--- src/rtl/uart_pkg.sv ---
// Shared UART definitions: receive FSM states, data width and baud divisor helper.
// Latency: n/a (declarations only).
// Backpressure: n/a. Used by both receive and transmit blocks.
package uart_pkg;

  localparam int UART_DATA_W = 8;

  // Receive FSM states; PARITY is only reachable when UART_RX_PARITY_EN is defined.
  typedef enum logic [2:0] {
    IDLE,
    START,
    DATA,
    PARITY,
    STOP
  } rx_state_t;

  // Clocks per oversample tick, rounded down.
  function automatic int uart_div(input int clk_hz, input int baud, input int oversample);
    return clk_hz / (baud * oversample);
  endfunction

endpackage

--- src/rtl/uart_baud_tick.sv ---
// Free-running divider: emits a one-clock tick pulse every DIV clocks.
// Latency: first tick DIV clocks after reset release, then strictly periodic.
// Backpressure: none; the pulse is never held or stalled.
module uart_baud_tick #(
  parameter int DIV = 1
) (
  input  logic clk,
  input  logic rst,
  output logic tick
);

  localparam int            CW   = (DIV > 1) ? $clog2(DIV) : 1;
  localparam logic [CW-1:0] LAST = CW'(DIV - 1);

  logic [CW-1:0] cnt;

  // Count 0..DIV-1 and wrap on the tick; with DIV==1 the tick is constantly high.
  always_ff @(posedge clk) begin
    if (rst || tick) begin
      cnt <= '0;
    end else begin
      cnt <= cnt + 1'b1;
    end
  end

  assign tick = (cnt == LAST);

endmodule

--- src/rtl/uart_rx.sv ---
// Oversampling UART receiver (8 data bits, LSB first, optional even parity via UART_RX_PARITY_EN).
// Latency: byte and flags appear on rx_data/rx_valid 1 clk after the mid-stop-bit sample.
// Backpressure: one-entry holding register; a byte completing while it is still full is dropped and overrun pulses.
module uart_rx
  import uart_pkg::*;
#(
  parameter int CLK_FREQ_HZ = 100_000_000,
  parameter int BAUD_RATE   = 9600,
  parameter int OVERSAMPLE  = 16
) (
  input  logic                   clk,
  input  logic                   rst,
  input  logic                   rxd,
  output logic [UART_DATA_W-1:0] rx_data,
  output logic                   rx_valid,
  input  logic                   rx_ready,
  output logic                   frame_err,
  output logic                   parity_err,
  output logic                   overrun,
  output logic                   busy
);

  localparam int            DIV    = uart_div(CLK_FREQ_HZ, BAUD_RATE, OVERSAMPLE);
  localparam int            SW     = $clog2(OVERSAMPLE);
  localparam logic [SW-1:0] S_MID  = SW'(OVERSAMPLE / 2 - 1);
  localparam logic [SW-1:0] S_LAST = SW'(OVERSAMPLE - 1);
  localparam logic [2:0]    B_LAST = 3'(UART_DATA_W - 1);

  generate
    if (DIV < 1) begin : g_div_check
      $error("uart_rx: clock too slow for BAUD_RATE*OVERSAMPLE (divisor < 1)");
    end
    if ((OVERSAMPLE < 8) || ((OVERSAMPLE % 2) != 0)) begin : g_os_check
      $error("uart_rx: OVERSAMPLE must be even and at least 8");
    end
  endgenerate

  logic                   rxd_meta;
  logic                   rxd_sync;
  logic                   rxd_prev;
  logic                   start_edge;
  logic                   tick;

  rx_state_t              state, state_nxt;
  logic [SW-1:0]          scnt, scnt_nxt;
  logic [2:0]             bcnt, bcnt_nxt;
  logic [UART_DATA_W-1:0] shreg, shreg_nxt;
  logic                   done;
  logic                   load;
  logic                   par_calc_err;

`ifdef UART_RX_PARITY_EN
  logic                   par_bit, par_bit_nxt;
`endif

  uart_baud_tick #(
    .DIV (DIV)
  ) u_baud_tick (
    .clk  (clk),
    .rst  (rst),
    .tick (tick)
  );

  // Two-flop synchroniser plus one history flop for edge detection; all preset to idle-high.
  always_ff @(posedge clk) begin
    if (rst) begin
      rxd_meta <= 1'b1;
      rxd_sync <= 1'b1;
      rxd_prev <= 1'b1;
    end else begin
      rxd_meta <= rxd;
      rxd_sync <= rxd_meta;
      rxd_prev <= rxd_sync;
    end
  end

  // Only a genuine 1->0 transition starts a frame, so a line held low cannot re-trigger.
  assign start_edge = rxd_prev & ~rxd_sync;

  // FSM and datapath state register.
  always_ff @(posedge clk) begin
    if (rst) begin
      state   <= IDLE;
      scnt    <= '0;
      bcnt    <= '0;
      shreg   <= '0;
`ifdef UART_RX_PARITY_EN
      par_bit <= 1'b0;
`endif
    end else begin
      state   <= state_nxt;
      scnt    <= scnt_nxt;
      bcnt    <= bcnt_nxt;
      shreg   <= shreg_nxt;
`ifdef UART_RX_PARITY_EN
      par_bit <= par_bit_nxt;
`endif
    end
  end

  // Next-state logic: the start bit is checked at mid-bit, after which every full bit period lands mid-bit.
  always_comb begin
    state_nxt   = state;
    scnt_nxt    = scnt;
    bcnt_nxt    = bcnt;
    shreg_nxt   = shreg;
    done        = 1'b0;
`ifdef UART_RX_PARITY_EN
    par_bit_nxt = par_bit;
`endif
    case (state)
      IDLE: begin
        if (start_edge) begin
          state_nxt = START;
          scnt_nxt  = '0;
        end
      end
      START: begin
        if (tick) begin
          if (scnt == S_MID) begin
            if (rxd_sync) begin
              state_nxt = IDLE;
            end else begin
              state_nxt = DATA;
              scnt_nxt  = '0;
              bcnt_nxt  = '0;
            end
          end else begin
            scnt_nxt = scnt + 1'b1;
          end
        end
      end
      DATA: begin
        if (tick) begin
          if (scnt == S_LAST) begin
            scnt_nxt  = '0;
            shreg_nxt = {rxd_sync, shreg[UART_DATA_W-1:1]};
            bcnt_nxt  = bcnt + 3'd1;
            if (bcnt == B_LAST) begin
`ifdef UART_RX_PARITY_EN
              state_nxt = PARITY;
`else
              state_nxt = STOP;
`endif
            end
          end else begin
            scnt_nxt = scnt + 1'b1;
          end
        end
      end
`ifdef UART_RX_PARITY_EN
      PARITY: begin
        if (tick) begin
          if (scnt == S_LAST) begin
            scnt_nxt    = '0;
            par_bit_nxt = rxd_sync;
            state_nxt   = STOP;
          end else begin
            scnt_nxt = scnt + 1'b1;
          end
        end
      end
`endif
      STOP: begin
        if (tick) begin
          if (scnt == S_LAST) begin
            scnt_nxt  = '0;
            state_nxt = IDLE;
            done      = 1'b1;
          end else begin
            scnt_nxt = scnt + 1'b1;
          end
        end
      end
      default: begin
        state_nxt = IDLE;
      end
    endcase
  end

`ifdef UART_RX_PARITY_EN
  // Even parity: data plus parity bit must XOR to zero.
  assign par_calc_err = ^{shreg, par_bit};
`else
  assign par_calc_err = 1'b0;
`endif

  // A finished byte may load only if the holding register is empty or being drained this cycle.
  assign load = done & (~rx_valid | rx_ready);

  // One-entry output register with error flags and overrun pulse.
  always_ff @(posedge clk) begin
    if (rst) begin
      rx_data    <= '0;
      rx_valid   <= 1'b0;
      frame_err  <= 1'b0;
      parity_err <= 1'b0;
      overrun    <= 1'b0;
    end else begin
      overrun <= done & ~load;
      if (load) begin
        rx_data    <= shreg;
        frame_err  <= ~rxd_sync;
        parity_err <= par_calc_err;
        rx_valid   <= 1'b1;
      end else if (rx_ready) begin
        rx_valid   <= 1'b0;
      end
    end
  end

  assign busy = (state != IDLE);

endmodule
--- config.mk ---
export PLATFORM = sky130hd
export DESIGN_NAME = uart_rx
export DESIGN_NICKNAME = d
export VERILOG_FILES = /design/src/rtl/uart_pkg.sv /design/src/rtl/uart_baud_tick.sv /design/src/rtl/uart_rx.sv
export SDC_FILE = /design/constraint.sdc
export NUM_CORES = 1
export LEC_CHECK = 0
export CAP_MARGIN = 15
export CORE_MARGIN = 10
export CORE_UTILIZATION = 40
export DETAILED_ROUTE_END_ITERATION = 12
export HOLD_SLACK_MARGIN = 0.06
export SYNTH_ARGS = -nofsm -noshare
export SYNTH_HDL_FRONTEND = slang
export SYNTH_HIERARCHICAL = 1
export SYNTH_SLANG_ARGS = --single-unit
--- constraint.sdc ---
create_clock -name clk -period 4.4 [get_ports clk]
set_input_delay 0.44 -clock clk [delete_from_list [all_inputs] [get_ports clk]]
set_output_delay 0.44 -clock clk [all_outputs]
set_load 0.03 [all_outputs]
==> impl_metrics.csv <==
group,metric,value,unit
sta,final.setup.tns,0,ps
synthesis,synth_edf_count,0,
synthesis,yosysSeqAreaShare,43.4,%
route,vias,1452,
route,ant_nets,0,
route,drt-pass1-iter-count,4,
worst_setup_path,reg2reg_from,"u_baud_tick/cnt[4]",
floorplan,die_h,89.6,um
floorplan,rows,25,
sta,setup_violations,0,
worst_setup_path,cp-start-kind,"flip-flop",
cells_and_area,num_antenna_cells,0,
sta,fmax,399,MHz
floorplan,start_util,41.0,%
worst_setup_path,arrival,2730,ps
sta,hold_violations,0,
synthesis,synth_area_leader_cell,"dfxtp_1",
synthesis,yosysUniqueCellTypes,49,
synthesis,synth.top_cell.area_share,43.4,%
route,top_layer_used,"met4",
clocking,cts_buffers,5,
synthesis,synthesis.area,1940,um2
grt,grt_pass1_wl,6.06,mm
grt,grt_pass1_vias,1337,
power,p_clk_share,41.0,%
floorplan,dieArea,8030,um2
route,via_per_inst,5.04,
floorplan,coreArea,4720,um2
power,cellPowerDensity,329,nW/um2
cells_and_area,fin_nets,229,
cells_and_area,drive_gt1_share,7.69,%
sta,worst_slew_pin_slew,627,ps
power,p_sw_share,22.1,%
min_path,hold_depth,1,
power,power_frac_seq,53.5,%
power,ir_worst_vdd,181,uV
status,outcome,"complete, no violations",
power,leakage,0.821,nW
clocking,ctsResizeCount,0,
floorplan,die_x,89.6,um
clocking,clk_pin_slew,80,ps
synthesis,synth_seq_cells,42,
synthesis,synth_most_common_cell,"dfxtp_1",
route,drc,0,
synthesis,synth_fp_nets,219,
worst_setup_path,max_stage_delay,500,ps
worst_setup_path,cp_data_required_time,4620,ps
worst_setup_path,crit_path_end_kind,"flip-flop",
synthesis,avgSynthCellArea,9.23,um2
cells_and_area,finalNonFillerCells,288,
synthesis,synth_ff_type,"dfxtp_1",
clocking,clock_path_buffers,2,
worst_setup_path,r2r_end,"frame_err",
worst_setup_path,critPathKind,"flip-flop to flip-flop",
sta,skew,3.82,ps
clocking,insertion_delay,290,ps
clocking,post_cts_buffers,0,
route,wirelength,3.68,mm
placed_design,place_hpwl,2.49,mm
sta,fin_crit,2510,ps
grt,grt_overflow,0,
power,internal_power,0.570,mW
sta,rsz0062_at_grt,"no",
clocking,cts.sinks,42,
job,cap_viol_max_count,0,
worst_setup_path,r2r_slack,1890,ps
synthesis,ys_async_sr_fraction,0,%
sta,finalCritPeriodShare,56.9,%
sta,maxSlewViolCount,0,
route,drt_iter0_markers,53,
placed_design,place_congestion,0.787,
min_path,hold_class,"flip-flop to flip-flop",
min_path,hold_start,"rxd_meta",
synthesis,syn_inst,210,
min_path,holdPathEnd,"rxd_sync",
worst_setup_path,cpMaxStageDelayCell,"nand4_1",
synthesis,ys_warn_count,6,
route,dr_wl_met2,1.55,mm
cells_and_area,syn_to_final_growth,14.7,%
synthesis,synthTopCellsByCount,"42 x dfxtp_1, 29 x nor2_1, 18 x mux2i_1",
route,wl_met1,1.87,mm
grt,grtUsageTotal,9.49,%
synthesis,yosys-top-cells-area,"dfxtp_1 43%, mux2i_1 9.3%, nor2_1 5.6%",
grt,antenna_found_initial,0,
placed_design,placedCellCount,280,
placed_design,port_buffers,15,
clocking,ctsRootBufferMaster,"clkbuf_8",
worst_setup_path,path_cells,"nor4b_1 -> and4_1 -> and2_1 -> nand4_1 -> or2_0 -> a21oi_1",
clocking,h-tree-depth,2,
clocking,cts_tree,"yes",
worst_setup_path,crit_fanout,11,
worst_setup_path,crit_buf_inv,0,
worst_setup_path,r2r_cells,6,
floorplan,ioPinCount,17,
route,met3_length,187,um
power,p_comb_share,5.5,%
sta,slew_headroom,57.9,%
route,wl_per_cell,12.8,um
worst_setup_path,crit_family,"simple AND/OR/NAND/NOR gates",
grt,grt_max_degree,34,
clocking,holdBufCountCts,0,
power,p_switching,0.161,mW
## metal layers
layer | vias up | global-route usage [%]
li1 | 765 | -
met1 | 662 | 11.9
met2 | 19 | 14.2
met3 | 6 | 3.61
met4 | 0 | 3.90
met5 | - | 0
## placed cells by master (no fill, tap or decap), types with 3 or more instances in the layout
cell type	n
dfxtp_1	42
nor2_1	29
mux2i_1	18
clkdlybuf4s50_1	15
nand3_1	10
a21oi_1	9
nand2_1	6
inv_1	6
o21ai_0	6
or3_1	5
nand4_1	5
ha_1	5
clkbuf_8	5
and3_1	3
nor4b_1	3
or2_2	3
nand4b_1	3
nor3b_1	3
o211ai_1	3
## through the flow
stage	power (mW)	setup WS, ps	cell area, um2	hold WS [ps]	util [%]
5_1_grt	0.762	1640	2220	423	47.1
3_5_place_dp	0.440	1890	2110	393	44.7
4_1_cts	0.741	1860	2220	413	47.1
6_report	0.731	1890	2220	411	47.1
3_3_place_gp	0.440	1940	2110	392	44.7
2_1_floorplan	0.430	2380	1940	389	-
## worst register-to-register path, delay by kind of cell (launching register included)
kind,cells,cell delay (ps)
AND/OR/NAND/NOR,5,1970
flip-flops,1,350
AO/OA/AOI/OAI,1,110
## logic make-up after synthesis
| family | count (synthesis) | share of synthesized area, % |
|---|---|---|
| AND/OR/NAND/NOR | 87 | 25.6 |
| flip-flops | 42 | 43.4 |
| AO/OA/AOI/OAI | 34 | 11.9 |
| buffers and inverters | 19 | 4.58 |
| multiplexers | 18 | 9.30 |
| adder cells (fa/ha/maj) | 5 | 3.23 |
| XOR/XNOR | 4 | 1.81 |
| other | 1 | 0.193 |
## power by group through the flow
stage          Clock (mW)  Combinational, mW  Sequential (mW)
2_1_floorplan           0             0.0334            0.397
3_3_place_gp            0             0.0400            0.400
3_5_place_dp            0             0.0399            0.400
4_1_cts             0.310             0.0401            0.391
5_1_grt             0.327             0.0435            0.392
6_report            0.300             0.0401            0.391
## final cells by class
cell class | instances | area (um2)
clock inverter | 2 | 37.5
multi-input combinational | 149 | 1010
timing repair buffer | 16 | 158
fill | 438 | 2500
clock buffer | 6 | 72.6
inverter | 6 | 22.5
sequential | 42 | 841
tap | 67 | 83.8
## sequential cells by signal (all words and copies together), names as in the netlist, 3 cells and up
| signal | count |
|---|---|
| shreg | 8 |
| u_baud_tick/cnt | 10 |
| rx_data | 8 |
| scnt | 4 |
| bcnt | 3 |
| state | 3 |
## worst max path at each step
| stage | start | endpoint | slack (ps) | cells past startpoint |
|---|---|---|---|---|
| 2_1_floorplan | u_baud_tick/cnt[4] | scnt[3] | 2380 | 6 |
| 3_3_place_gp | u_baud_tick/cnt[4] | frame_err | 1940 | 6 |
| 3_5_place_dp | u_baud_tick/cnt[4] | frame_err | 1890 | 6 |
| 4_1_cts | u_baud_tick/cnt[4] | frame_err | 1860 | 6 |
| 5_1_grt | u_baud_tick/cnt[2] | frame_err | 1640 | 6 |
| 6_report | u_baud_tick/cnt[4] | frame_err | 1890 | 6 |
No activity file was read; power rests on OpenSTA's default activity.
==> edit 1 (same settings) <==
Put one more register stage on the output `overrun`, cleared by the reset. The value now appears one clock later. The other outputs are not delayed to match.
--- a/src/rtl/uart_rx.sv
+++ b/src/rtl/uart_rx.sv
@@ -28,2 +28,4 @@
 
+  logic overrun_s0;
+
   generate
@@ -197,5 +199,5 @@
       parity_err <= 1'b0;
-      overrun    <= 1'b0;
-    end else begin
-      overrun <= done & ~load;
+      overrun_s0 <= 1'b0;
+    end else begin
+      overrun_s0 <= done & ~load;
       if (load) begin
@@ -213,2 +215,10 @@
 
+  always_ff @(posedge clk) begin
+    if (rst) begin
+      overrun <= '0;
+    end else begin
+      overrun <= overrun_s0;
+    end
+  end
+
 endmodule
Formal check against the unedited RTL: same outputs for any inputs over 10 cycles, from zero or initial values and one cycle with rst high; that may be too few to reach the edited logic, so the function may still have changed.
==> edit 1 against the original RTL <==
Synthesized area grew 0.39%. Wire length shrank 1.5%. Critical endpoint unchanged. Cell area is 0.79% higher. Synthesized cell count increased by 3.3%. Sequential cell count rose by 1. Worst setup slack better by 130 ps. Die area increased by 0.30%. Global-route usage fell by 0.43 points. Critical path type unchanged.
Power is not compared: it rests on default switching activity, and its combinational part moved more than twofold at a synthesized area within 25%.
==> edit 1: results <==
set metrics [dict create \
    arrival_ps 2590 \
    use_met3_pct 3.16 \
    r2r_start "u_baud_tick/cnt[4]" \
    post_cts_buffers 0 \
    h-tree-depth 2 \
    maxSlewViolCount 0 \
    crit_path_max_fanout 10 \
    synth_nets 226 \
    worst_slew_pin_slew_ps 575 \
    largestRegisters "u_baud_tick/cnt: 10 flops, rx_data: 8 flops, shreg: 8 flops" \
    yosysSeqAreaShare_pct 44.2 \
    gp_congestion 0.753 \
    synthArstFlopShare_pct 0 \
    grt_max_degree 32 \
    cts_buffers 5 \
    final_nets 238 \
    outcome "complete, no violations" \
    vias 1507 \
    cp_slowest_cell "nand3_1" \
    pre_cts_slack_ps 2050 \
    insertion_delay_ps 290 \
    max_stage_delay_ps 410 \
    reg2regPathDepth 6 \
    port_buffers 15 \
    layout-drive-gt1-share_pct 7.83 \
    synth_commonest_cells "dfxtp_1 (43), nand2_1 (27), a21oi_1 (18), nor2_1 (18), inv_1 (11)" \
    grtUsageTotal_pct 9.06 \
    use_met1_pct 11.0 \
    dr_wl_met3_um 118 \
    grt_pass1_wl_mm 6.33 \
    hpwlAfterDp_mm 2.54 \
    stdcell_count 297 \
    min_from "rxd_meta" \
    drt-initial-drc-count 77 \
    met1_length_mm 1.83 \
    n_antenna_cell 0 \
    grt_pass1_vias 1402 \
    ys_warn_count 6 \
    holdWs_ps 410 \
    cts_resized 0 \
    gr-usage-met2_pct 14.2 \
    dp.cells 289 \
    ff2ff_setup_slack_ps 2030 \
    ir_drop_mv 0.198 \
    finalSetupViolations 0 \
    synth_cell_types 52 \
    syn_inst 217 \
    post_drt_wl_per_cell_um 12.2 \
    fin_skew_ps 4.10 \
    synthTopCellsByArea "dfxtp_1 (44%), nand2_1 (5.2%), mux2i_1 (5.1%), a21oi_1 (4.6%), nor2_1 (3.5%)" \
    crit_path_start_kind "register" \
    cts_root_buf "clkbuf_8" \
    dr.pass1.iters 4 \
    route.met2.wl_mm 1.64 \
]
==> edit 1: how the worst max path moves through the flow <==
stage / slack (ps) / cells after the start / to
final: 2030 / 6 / frame_err
after global routing: 1730 / 6 / frame_err
after CTS: 2030 / 6 / frame_err
after detailed placement: 2050 / 6 / frame_err
after global placement: 2120 / 6 / frame_err
after floorplan: 2480 / 7 / shreg[2]
==> edit 1: layout make-up <==
type                    instances  area, sq um
clock inverters                 3         43.8
well taps                      67         83.8
inverters                      11         41.3
flip-flops and latches         43          861
repair buffers                 16          158
multi-input cells             152          985
clock buffers                   5         68.8
fillers                       446         2480
==> edit 1: worst register-to-register path, stage by stage, from the launching register on <==
cell and delay (ps):
dfxtp_1 360, nor4b_1 400, and4_1 380, and4_1 290, nand3_1 410, or2_0 360, a21oi_1 120
==> edit 1: metrics by stage <==
step                      utilization (%)  cell area (sq um)
after floorplan                         -               1950
after global placement               45.1               2130
after detailed placement             45.1               2130
after CTS                            47.4               2240
after global routing                 47.4               2240
final                                47.4               2240
==> edit 1: kinds of logic (layout without fill, tap and decap cells) <==
family	Yosys count	after routing	share of synthesized area [%]
flops	43	43	44.2
other cells	1	1	0.193
mux	10	10	5.14
simple gates	87	87	24.2
fa+ha+maj	6	6	3.79
compound gates	42	42	14.6
xor+xnor	6	6	2.70
buf+inv	22	35	5.14
==> edit 1: power breakdown <==
| part | internal [mW] | total [mW] | leakage, nW | switching (mW) |
|---|---|---|---|---|
| Sequential | 0.398 | 0.418 | 0.348 | 0.0203 |
| Clock | 0.169 | 0.304 | 0.0581 | 0.135 |
| Combinational | 0.0586 | 0.135 | 0.449 | 0.0764 |
| Total | 0.626 | 0.858 | 0.855 | 0.232 |
==> edit 2 (same flow settings) <==
Made on the original files. The parameter `CLK_FREQ_HZ` goes from 100_000_000 to 200_000_000.
--- a/src/rtl/uart_rx.sv
+++ b/src/rtl/uart_rx.sv
@@ -6,3 +6,3 @@
 #(
-  parameter int CLK_FREQ_HZ = 100_000_000,
+  parameter int CLK_FREQ_HZ = 200_000_000,
   parameter int BAUD_RATE   = 9600,
Check against the original RTL: no difference found for any inputs over 10 cycles, from zero or initial values and one cycle with rst high; that may be too few to reach the edited logic, so the function may still have changed.
==> edit 2 against the original RTL <==
Utilization up 0.14 points. Sequential cell count up 1. Via count up 7.3%. Die area up 2.6%. Critical path depth up 1. Power down 4.7%. Wire length up 2.3%. Worst setup slack worse by 71 ps. Hold slack better by 5.2 ps. Cell area up 1.6%. Synthesized area up 3.4%. Sequential power up 3%. Critical endpoint unchanged.
==> edit 2: results <==
set metrics [dict create \
    grtUsageTotal_pct 9.28 \
    dpl-instance-area_sq_mm 0.00217 \
    dr_wl_met3_um 161 \
    crit_path_max_fanout 11 \
    synth_commonest_cells "dfxtp_1 (43), nor2_1 (29), mux2i_1 (18), nand3_1 (13), a21oi_1 (11)" \
    use_met3_pct 3.33 \
    nMultiInputCombCells 155 \
    p_leak_nw 0.820 \
    use_met1_pct 12.0 \
    synth_cell_types 52 \
    yosysSeqAreaShare_pct 43.0 \
    vias 1558 \
    synthTopCellsByArea "dfxtp_1 (43%), mux2i_1 (9.0%), nor2_1 (5.4%), nand3_1 (3.2%), ha_1 (3.1%)" \
    fin_skew_ps 6.29 \
    grt_max_degree 34 \
    drt-initial-drc-count 72 \
    top_layer "met4" \
    antenna_found_initial 0 \
    ir_drop_mv 0.191 \
    reg2regPathDepth 7 \
    route.met2.wl_mm 1.65 \
    syn_inst 216 \
    buf_share_pct 6.98 \
    worst_slew_pin_slew_ps 631 \
    clock_cell_area_share_pct 4.10 \
    hpwlAfterDp_mm 2.55 \
    n_fill_cell 469 \
    grt_pass1_vias 1343 \
    synth-main-ff-cell "dfxtp_1" \
    met1_length_mm 1.88 \
    layout-drive-gt1-share_pct 9.29 \
    arrival_ps 2810 \
    largestRegisters "u_baud_tick/cnt: 11 flops, rx_data: 8 flops, shreg: 8 flops" \
    dp.cells 285 \
    fin_crit_sh_pct 58.5 \
    final_area_sq_mm 0.00226 \
    insertion_delay_ps 300 \
    cts_resized 0 \
    hold_path_depth 1 \
    multiInputGateArea_sq_mm 0.00105 \
    seqCellArea_sq_um 861 \
    wl_mm 3.76 \
    worstHoldPathType "reg2reg" \
    post_drt_wl_per_cell_um 12.8 \
    holdWs_ps 416 \
    grt_pass1_wl_mm 6.47 \
    cts.clk_slew.worst_paths_ps 80 \
    outcome "complete, no violations" \
    inv_count 4 \
    r2r_start "u_baud_tick/cnt[0]" \
    pre_cts_slack_ps 1830 \
    ys_warn_count 6 \
    nClkBuffers 5 \
    gp_congestion 0.775 \
    synth_nets 225 \
    gr-usage-met2_pct 13.3 \
    clock-sinks 43 \
]
-- edit 2: changes by cell type after synthesis, moves of 2 or more --
| cell | delta |
|---|---|
| nand3_1 | +3 |
| or3_1 | -3 |
| or3_2 | +3 |
| a21oi_1 | +2 |
| inv_1 | -2 |
| or4_1 | +2 |
-- edit 2: logic make-up (layout without fill, tap and decap cells) --
group                      Yosys count  after routing  share of synthesized area (%)
other                                1              1                          0.187
adders and majority gates            5              5                           3.12
and+or+nand+nor                     91             91                           26.4
xor gates and xnor gates             4              4                           1.75
buffers and inverters               18             28                           4.62
AOI/OAI and AO/OA                   36             36                           12.0
DFF                                 43             43                           43.0
muxes                               18             18                           8.99
-- edit 2: worst max-delay path, cell delays in order (launching register included) --
cell      delay (ps)
dfxtp_1          420
ha_1             160
nor4bb_1         330
and4_2           410
and2_1           180
nand4_1          490
or2_0            400
a21oi_1          110
-- edit 2: report_power, final --
part,switching [mW],internal [mW]
logic,0.0245,0.0169
registers,0.00794,0.393
clock network,0.141,0.113
total,0.173,0.524
